==> config.mk <==
export PLATFORM = sky130hd
export DESIGN_NAME = fact_host_issuer
export DESIGN_NICKNAME = d
export VERILOG_FILES = /design/src/rtl/fact_pkg.sv /design/src/rtl/fact_watchdog.sv /design/src/rtl/fact_host_issuer.sv
export SDC_FILE = /design/constraint.sdc
export NUM_CORES = 1
export LEC_CHECK = 0
export ABC_CLOCK_PERIOD_IN_PS = 2400
export BUFFER_PORTS_ARGS = -buffer_cell sky130_fd_sc_hd__buf_2
export CORE_UTILIZATION = 30
export DETAILED_ROUTE_END_ITERATION = 6
export REMOVE_ABC_BUFFERS = 1
export SLEW_MARGIN = 10
export SYNTH_ARGS = -nofsm -noshare
export SYNTH_HDL_FRONTEND = slang
export SYNTH_SLANG_ARGS = --single-unit
==> constraint.sdc <==
create_clock -name clk -period 2.4 [get_ports clk]
set_input_delay 0.48 -clock clk [delete_from_list [all_inputs] [get_ports clk]]
set_output_delay 0.48 -clock clk [all_outputs]
set_load 0.05 [all_outputs]
==> src/rtl/fact_pkg.sv <==
// Shared types and defaults for the factorial host issuer.
// The optional watchdog is enabled with FACT_TIMEOUT_EN.
package fact_pkg;

   localparam int DEF_DATA_W = 8;
   localparam int DEF_RES_W  = 16;

   typedef enum logic [1:0] {
      S_IDLE   = 2'd0,
      S_LAUNCH = 2'd1,
      S_WAIT   = 2'd2,
      S_RESP   = 2'd3
   } fact_state_e;

   localparam logic FLAG_SET = 1'b1;
   localparam logic FLAG_CLR = 1'b0;

endpackage

==> src/rtl/fact_watchdog.sv <==
// Cycle counter for the WAIT state; expire fires on the cycle the count
// would reach TIMEOUT_CYC. Used only when FACT_TIMEOUT_EN is defined.
module fact_watchdog #(
   parameter int TIMEOUT_CYC = 64
) (
   input  logic clk,
   input  logic rst,
   input  logic clr,
   input  logic en,
   output logic expire
);

   localparam int CNT_W = $clog2(TIMEOUT_CYC + 1);

   logic [CNT_W-1:0] cnt_q, cnt_d;

   always_comb begin
      cnt_d = cnt_q;
      if (clr)
         cnt_d = '0;
      else if (en && cnt_q != CNT_W'(TIMEOUT_CYC))
         cnt_d = cnt_q + 1'b1;
   end

   always_ff @(posedge clk or posedge rst) begin
      if (rst) cnt_q <= '0;
      else     cnt_q <= cnt_d;
   end

   assign expire = en && (cnt_q == CNT_W'(TIMEOUT_CYC - 1));

endmodule

==> src/rtl/fact_host_issuer.sv <==
// Host-side start/done initiator for the factorial datapath; answers 0, 1 and
// operands above MAX_N locally. FACT_TIMEOUT_EN adds a missing-done watchdog.
module fact_host_issuer
   import fact_pkg::*;
#(
   parameter int DATA_W      = DEF_DATA_W,
   parameter int RES_W       = DEF_RES_W,
   parameter int MAX_N       = 8,
   parameter int TIMEOUT_CYC = 64
) (
   input  logic              clk,
   input  logic              rst,
   input  logic              req_valid,
   output logic              req_ready,
   input  logic [DATA_W-1:0] req_n,
   output logic              start,
   output logic [DATA_W-1:0] dp_din,
   input  logic              done,
   input  logic [RES_W-1:0]  dp_dout,
   output logic              rsp_valid,
   input  logic              rsp_ready,
   output logic [RES_W-1:0]  rsp_data,
   output logic              rsp_ovf,
   output logic              rsp_err
);

   fact_state_e       state_q, state_d;
   logic              req_ready_q, req_ready_d;
   logic              start_q, start_d;
   logic [DATA_W-1:0] dp_din_q, dp_din_d;
   logic              rsp_valid_q, rsp_valid_d;
   logic [RES_W-1:0]  rsp_data_q, rsp_data_d;
   logic              ovf_q, ovf_d;
   logic              wd_expire;

`ifdef FACT_TIMEOUT_EN
   logic err_q, err_d;

   fact_watchdog #(.TIMEOUT_CYC(TIMEOUT_CYC)) u_wd (
      .clk    (clk),
      .rst    (rst),
      .clr    (state_q != S_WAIT),
      .en     (state_q == S_WAIT),
      .expire (wd_expire)
   );
`else
   assign wd_expire = 1'b0;
`endif

   always_comb begin
      state_d     = state_q;
      start_d     = 1'b0;
      dp_din_d    = dp_din_q;
      rsp_valid_d = rsp_valid_q;
      rsp_data_d  = rsp_data_q;
      ovf_d       = ovf_q;
`ifdef FACT_TIMEOUT_EN
      err_d       = err_q;
`endif
      case (state_q)
         S_IDLE: begin
            if (req_valid && req_ready_q) begin
               if (req_n <= DATA_W'(1)) begin
                  rsp_data_d  = RES_W'(1);
                  rsp_valid_d = 1'b1;
                  state_d     = S_RESP;
               end else if (req_n > DATA_W'(MAX_N)) begin
                  rsp_data_d  = '1;
                  ovf_d       = FLAG_SET;
                  rsp_valid_d = 1'b1;
                  state_d     = S_RESP;
               end else begin
                  dp_din_d = req_n;
                  start_d  = 1'b1;
                  state_d  = S_LAUNCH;
               end
            end
         end
         S_LAUNCH: state_d = S_WAIT;
         S_WAIT: begin
            // done wins over a watchdog expiry landing in the same cycle
            if (done) begin
               rsp_data_d  = dp_dout;
               rsp_valid_d = 1'b1;
               state_d     = S_RESP;
            end else if (wd_expire) begin
               rsp_data_d  = '0;
`ifdef FACT_TIMEOUT_EN
               err_d       = FLAG_SET;
`endif
               rsp_valid_d = 1'b1;
               state_d     = S_RESP;
            end
         end
         S_RESP: begin
            if (rsp_ready) begin
               rsp_valid_d = 1'b0;
               ovf_d       = FLAG_CLR;
`ifdef FACT_TIMEOUT_EN
               err_d       = FLAG_CLR;
`endif
               state_d     = S_IDLE;
            end
         end
         default: state_d = S_IDLE;
      endcase
      req_ready_d = (state_d == S_IDLE);
   end

   always_ff @(posedge clk or posedge rst) begin
      if (rst) begin
         state_q     <= S_IDLE;
         req_ready_q <= 1'b0;
         start_q     <= 1'b0;
         dp_din_q    <= '0;
         rsp_valid_q <= 1'b0;
         rsp_data_q  <= '0;
         ovf_q       <= FLAG_CLR;
`ifdef FACT_TIMEOUT_EN
         err_q       <= FLAG_CLR;
`endif
      end else begin
         state_q     <= state_d;
         req_ready_q <= req_ready_d;
         start_q     <= start_d;
         dp_din_q    <= dp_din_d;
         rsp_valid_q <= rsp_valid_d;
         rsp_data_q  <= rsp_data_d;
         ovf_q       <= ovf_d;
`ifdef FACT_TIMEOUT_EN
         err_q       <= err_d;
`endif
      end
   end

   assign req_ready = req_ready_q;
   assign start     = start_q;
   assign dp_din    = dp_din_q;
   assign rsp_valid = rsp_valid_q;
   assign rsp_data  = rsp_data_q;
   assign rsp_ovf   = ovf_q;
`ifdef FACT_TIMEOUT_EN
   assign rsp_err   = err_q;
`else
   assign rsp_err   = 1'b0;
`endif

endmodule

Word level (Yosys, flattened, before mapping)
Cells that the tools add are included.
W data, S select, Z words.

cells by class
  magnitude comparators = 2
  eq/ne operators = 9
  multiplexer cells = 24
  bitwise logic cells = 2
  reductions and logical operators = 10

operators with widths
  cell                  number
  $mux W16              4
  $pmux W16 S2          1
  $mux W1               11
  $mux W2               5
  $ne A2 B2 Y1 const B  5
  $reduce_and A5 Y1     2
  $gt A8 B4 Y1 const B  1
  $le A8 B1 Y1 const B  1
  $pmux W2 S4           1
  $reduce_and A4 Y1     2
  $eq A2 B2 Y1 const B  2
  $logic_not A2 Y1      2
  $reduce_bool A2 Y1    2
  $ne A3 B3 Y1 const B  1
  $pmux W1 S3           1
  $reduce_bool A3 Y1    1
  $eq A2 B1 Y1 const B  1
  $not A1 Y1            2
  $pmux W1 S2           1
  $logic_and A1 B1 Y1   1

word-level totals
  flip-flop bits (word level) = 30
  output and inout port bits = 29
  word-level logic and storage cells = 54

Depth between registers and ports, before layout
  depth in word-level cells = 6
  depth in mapped cells = 6
  gate-level depth less buffers = 4

Least setup slack after synthesis
Ideal clock, no wire load.

  kind = register to register
  start point = register req_ready_q, in the netlist req_ready
  end point = register dp_din_q[0], in the netlist dp_din[0]
  arrival = 1,834 ps
  required time = 2,273 ps
  setup slack = 438 ps
  cell stages (with the launch flop) = 7
  path buffers = 2
  clock period less this slack = 1,962 ps
  cells stage by stage = dfrtp_1 -> nand2_1 -> or3_1 -> clkbuf_1 -> and2b_1 -> buf_4 -> mux2_1

between the ends
  word-level cells in the longest chain between the ends = 2

RTL lines
  what                                line                     RTL
  start, declared                     fact_host_issuer.sv:28   logic req_ready_q, req_ready_d;
  start signal, assigned              fact_host_issuer.sv:124  req_ready_q <= req_ready_d;
  $logic_and A1 B1 Y1                 fact_host_issuer.sv:62   if (req_valid && req_ready_q) begin
  $reduce_and A4 Y1 (no source line)  --
  end signal, assigned                fact_host_issuer.sv:126  dp_din_q <= dp_din_d;
  end, declared                       fact_host_issuer.sv:30   logic [DATA_W-1:0] dp_din_q, dp_din_d;

No other way between the ends.
A chain may end at the register's enable or synchronous reset.

Final worst setup path
  start point = input port req_n[0]
  end point = register dp_din_q[3], in the netlist dp_din[3]

between the ends
  word-level cells in the longest chain between the ends = 3

RTL lines
  what                                                 line                                            RTL
  start, declared                                      fact_host_issuer.sv:15                          input logic [DATA_W-1:0] req_n,
  $gt A8 B4 Y1 / $le A8 B1 Y1 (equally long branches)  fact_host_issuer.sv:67, fact_host_issuer.sv:63
  $not A1 Y1 (no source line)                          --
  $reduce_and A4 Y1 (no source line) (*)               --

Mark *: on every way between the ends. The rest lies on a longest branch, timed or not.

==> reports/results.tsv <==
stage	metric	value	unit
status	outcome	finished, final reports clean	
worst_setup_path	crit_arrival	1950	ps
detailed_routing	viasPerCell	4.42	
clock_tree	cts_root_buf	clkbuf_8	
grt	grt_usage	13.2	%
clock_tree	cts-resized-gates	0	
placed_design	port_buffers	56	
grt	antenna_found_initial	0	
finish	layout_common_cells	56 x buf_2, 30 x dfrtp_1, 17 x a21oi_1, 17 x inv_1, 16 x mux2i_1	
pwr	power.static_leakage	0.977	nW
clock_tree	clk_path_buf_depth	2	
grt	grt_first_pass_wirelength	4930	µm
synth	post_synth.cell_area_avg	11.2	µm²
min_path	holdCritPathClass	primary input to asynchronous set/reset pin	
detailed_routing	routed_wirelength	2930	µm
grt	grt_pass1_vias	1033	
clock_tree	cts_buffers	5	
worst_setup_path	r2r_slack	620	ps
grt	grt_max_degree	31	
timing	grt_setup_unrepaired	no	
detailed_routing	ant_nets	0	
timing	fin_setup_tns	0	ps
pwr	powerDensity	1360	nW/µm²
worst_setup_path	startpoint_type	primary input	
placed_design	gp_congestion	0.762	
worst_setup_path	crit_path_max_fanout	5	
floorplan	num_rows	24	
timing	clock_skew	5.08	ps
worst_setup_path	crit_chain	buf_2 -> or4b_4 -> a21boi_4 -> and2b_1 -> mux2_1	
finish	final_common_cell	buf_2	
floorplan	ios	58	
timing	fmax	557	MHz
worst_setup_path	crit_required	2550	ps
synth	synth_edf_count	0	
synth	synthesis.area	1360	µm²
worst_setup_path	cp_num_buf_inv	1	
timing	hold_violations	0	
job	max_cap_viol_count	0	
synth	ys_ff_latch	30	
detailed_routing	drtIter0Drc	32	
worst_setup_path	critical_path.top_delay_family	simple AND/OR/NAND/NOR gates	
finish	nets	214	
worst_setup_path	slowest_stage	or4b_4	
pwr	ir_drop	0.528	mV
floorplan	dieArea	4820	µm²
timing	post-route-period-util	74.7	%
synth	yosysUniqueCellTypes	29	
clock_tree	holdBufCountCts	0	
detailed_routing	m1WireLength	1410	µm
detailed_routing	routedWlPerCell	12.3	µm
finish	area_growth	32.8	%
synth	synth-main-ff-cell	dfrtp_1	
worst_setup_path	crit_type	primary input to register	
clock_tree	clock_latency	270	ps
finish	drive_above_1_share	39.2	%
detailed_routing	drc	0	
clock_tree	clkTransAtPathRegs	60	ps
floorplan	core	4350	µm²
detailed_routing	met2_length	1370	µm
clock_tree	h-tree-depth	2	
grt	overflow	0	
placed_design	hpwl	2110	µm
timing	slew_violations	0	
floorplan	start_util	31.3	%
synth	synth_warnings	0	
clock_tree	clkSinkCount	30	
clock_tree	postCtsSetupBuffers	0	
finish	utilization	41.6	%
finish	n_antenna_cell	0	
timing	setup-violations-final	0	
synth	synth_cells	122	
synth	async_flop_share	100	%
floorplan	dieHeight	69.4	µm
detailed_routing	vias	1052	
worst_setup_path	slowest_delay	540	ps
detailed_routing	top_layer_used	met4	
clock_tree	cts_tree	done	
timing	period_needed	1790	ps
worst_setup_path	endpoint_kind	register	
floorplan	chipWidth	69.4	µm
synth	ys_seq_area_share	55.0	%
detailed_routing	wl_met3	121	µm
detailed_routing	first_pass_iters	4	
layer usage:
| metal | vias to the layer above | global-route usage [%] |
|---|---|---|
| li1 | 527 | - |
| met1 | 492 | 17.7 |
| met5 | - | 0 |
| met3 | 2 | 4.07 |
| met4 | 0 | 5.44 |
| met2 | 31 | 19.7 |
synthesized netlist by cell type (2+ instances only):
library cell | count | share of area (%)
buf_4 | 2 | 1.1
nand2_1 | 5 | 1.4
mux2i_1 | 16 | 12
a21oi_1 | 17 | 6.2
clkbuf_1 | 3 | 0.83
mux2_1 | 5 | 4.1
inv_1 | 17 | 4.7
nor2b_1 | 6 | 2.8
o21ai_0 | 2 | 0.73
dfrtp_1 | 30 | 55
registers in the layout (all words and copies together) (netlist names):
signal	cells
rsp_data	16
dp_din	8
state_q	2
req_ready	1
rsp_ovf	1
rsp_valid	1
start	1
cells by family (layout without fill, tap and decap cells):
family | after synthesis | in the layout | synth area share [%]
AND/OR/NAND/NOR | 20 | 20 | 8.53
flip-flops | 30 | 30 | 55.0
buffers and inverters | 24 | 88 | 7.80
multiplexers | 21 | 21 | 15.9
AO/OA/AOI/OAI | 26 | 26 | 12.5
other | 1 | 1 | 0.275
per-stage QoR:
stage                     power [mW]  area [µm²]  cells  hold WS (ps)  setup slack, ps
final                           2.46        1810    238           275              606
after global routing            2.64        1810    238           309              481
after CTS                       2.50        1810    238           281              594
after detailed placement        2.08        1720    230           479              300
after global placement          2.06        1720    230           467              343
after floorplan                 1.73        1320    115           527              289
power by group:
group | internal, mW | switching (mW) | total [mW]
registers | 0.674 | 0.0957 | 0.770
clock network | 0.231 | 0.181 | 0.412
logic | 0.367 | 0.915 | 1.28
layout make-up:
class	instances	area, µm²
repair buffers	63	333
multi-input cells	68	507
inverters	17	63.8
well taps	52	65.1
flip-flops and latches	30	751
fillers	449	2540
clock inverters	1	5.00
clock buffers	7	86.3
path summary, 6_finish.rpt:
check,startpoint,endpoint,cells after the start
max,req_n[0],dp_din[3]$_DFFE_PP0P_,5
min,rst,dp_din[7]$_DFFE_PP0P_,3
max reg2reg,state_q[1]$_DFF_PP0_,rsp_data[8]$_DFFE_PP0P_,4
min reg2reg,dp_din[0]$_DFFE_PP0P_,dp_din[0]$_DFFE_PP0P_,1
max in group asynchronous,rst,rsp_data[2]$_DFFE_PP0P_,3
min in group clk,req_n[0],dp_din[0]$_DFFE_PP0P_,2
tightest hold or removal path, cell delays in order:
cell	delay (ps)
buf_2	90
inv_1	40
buf_4	350
Power figures use the tool's default switching activity.
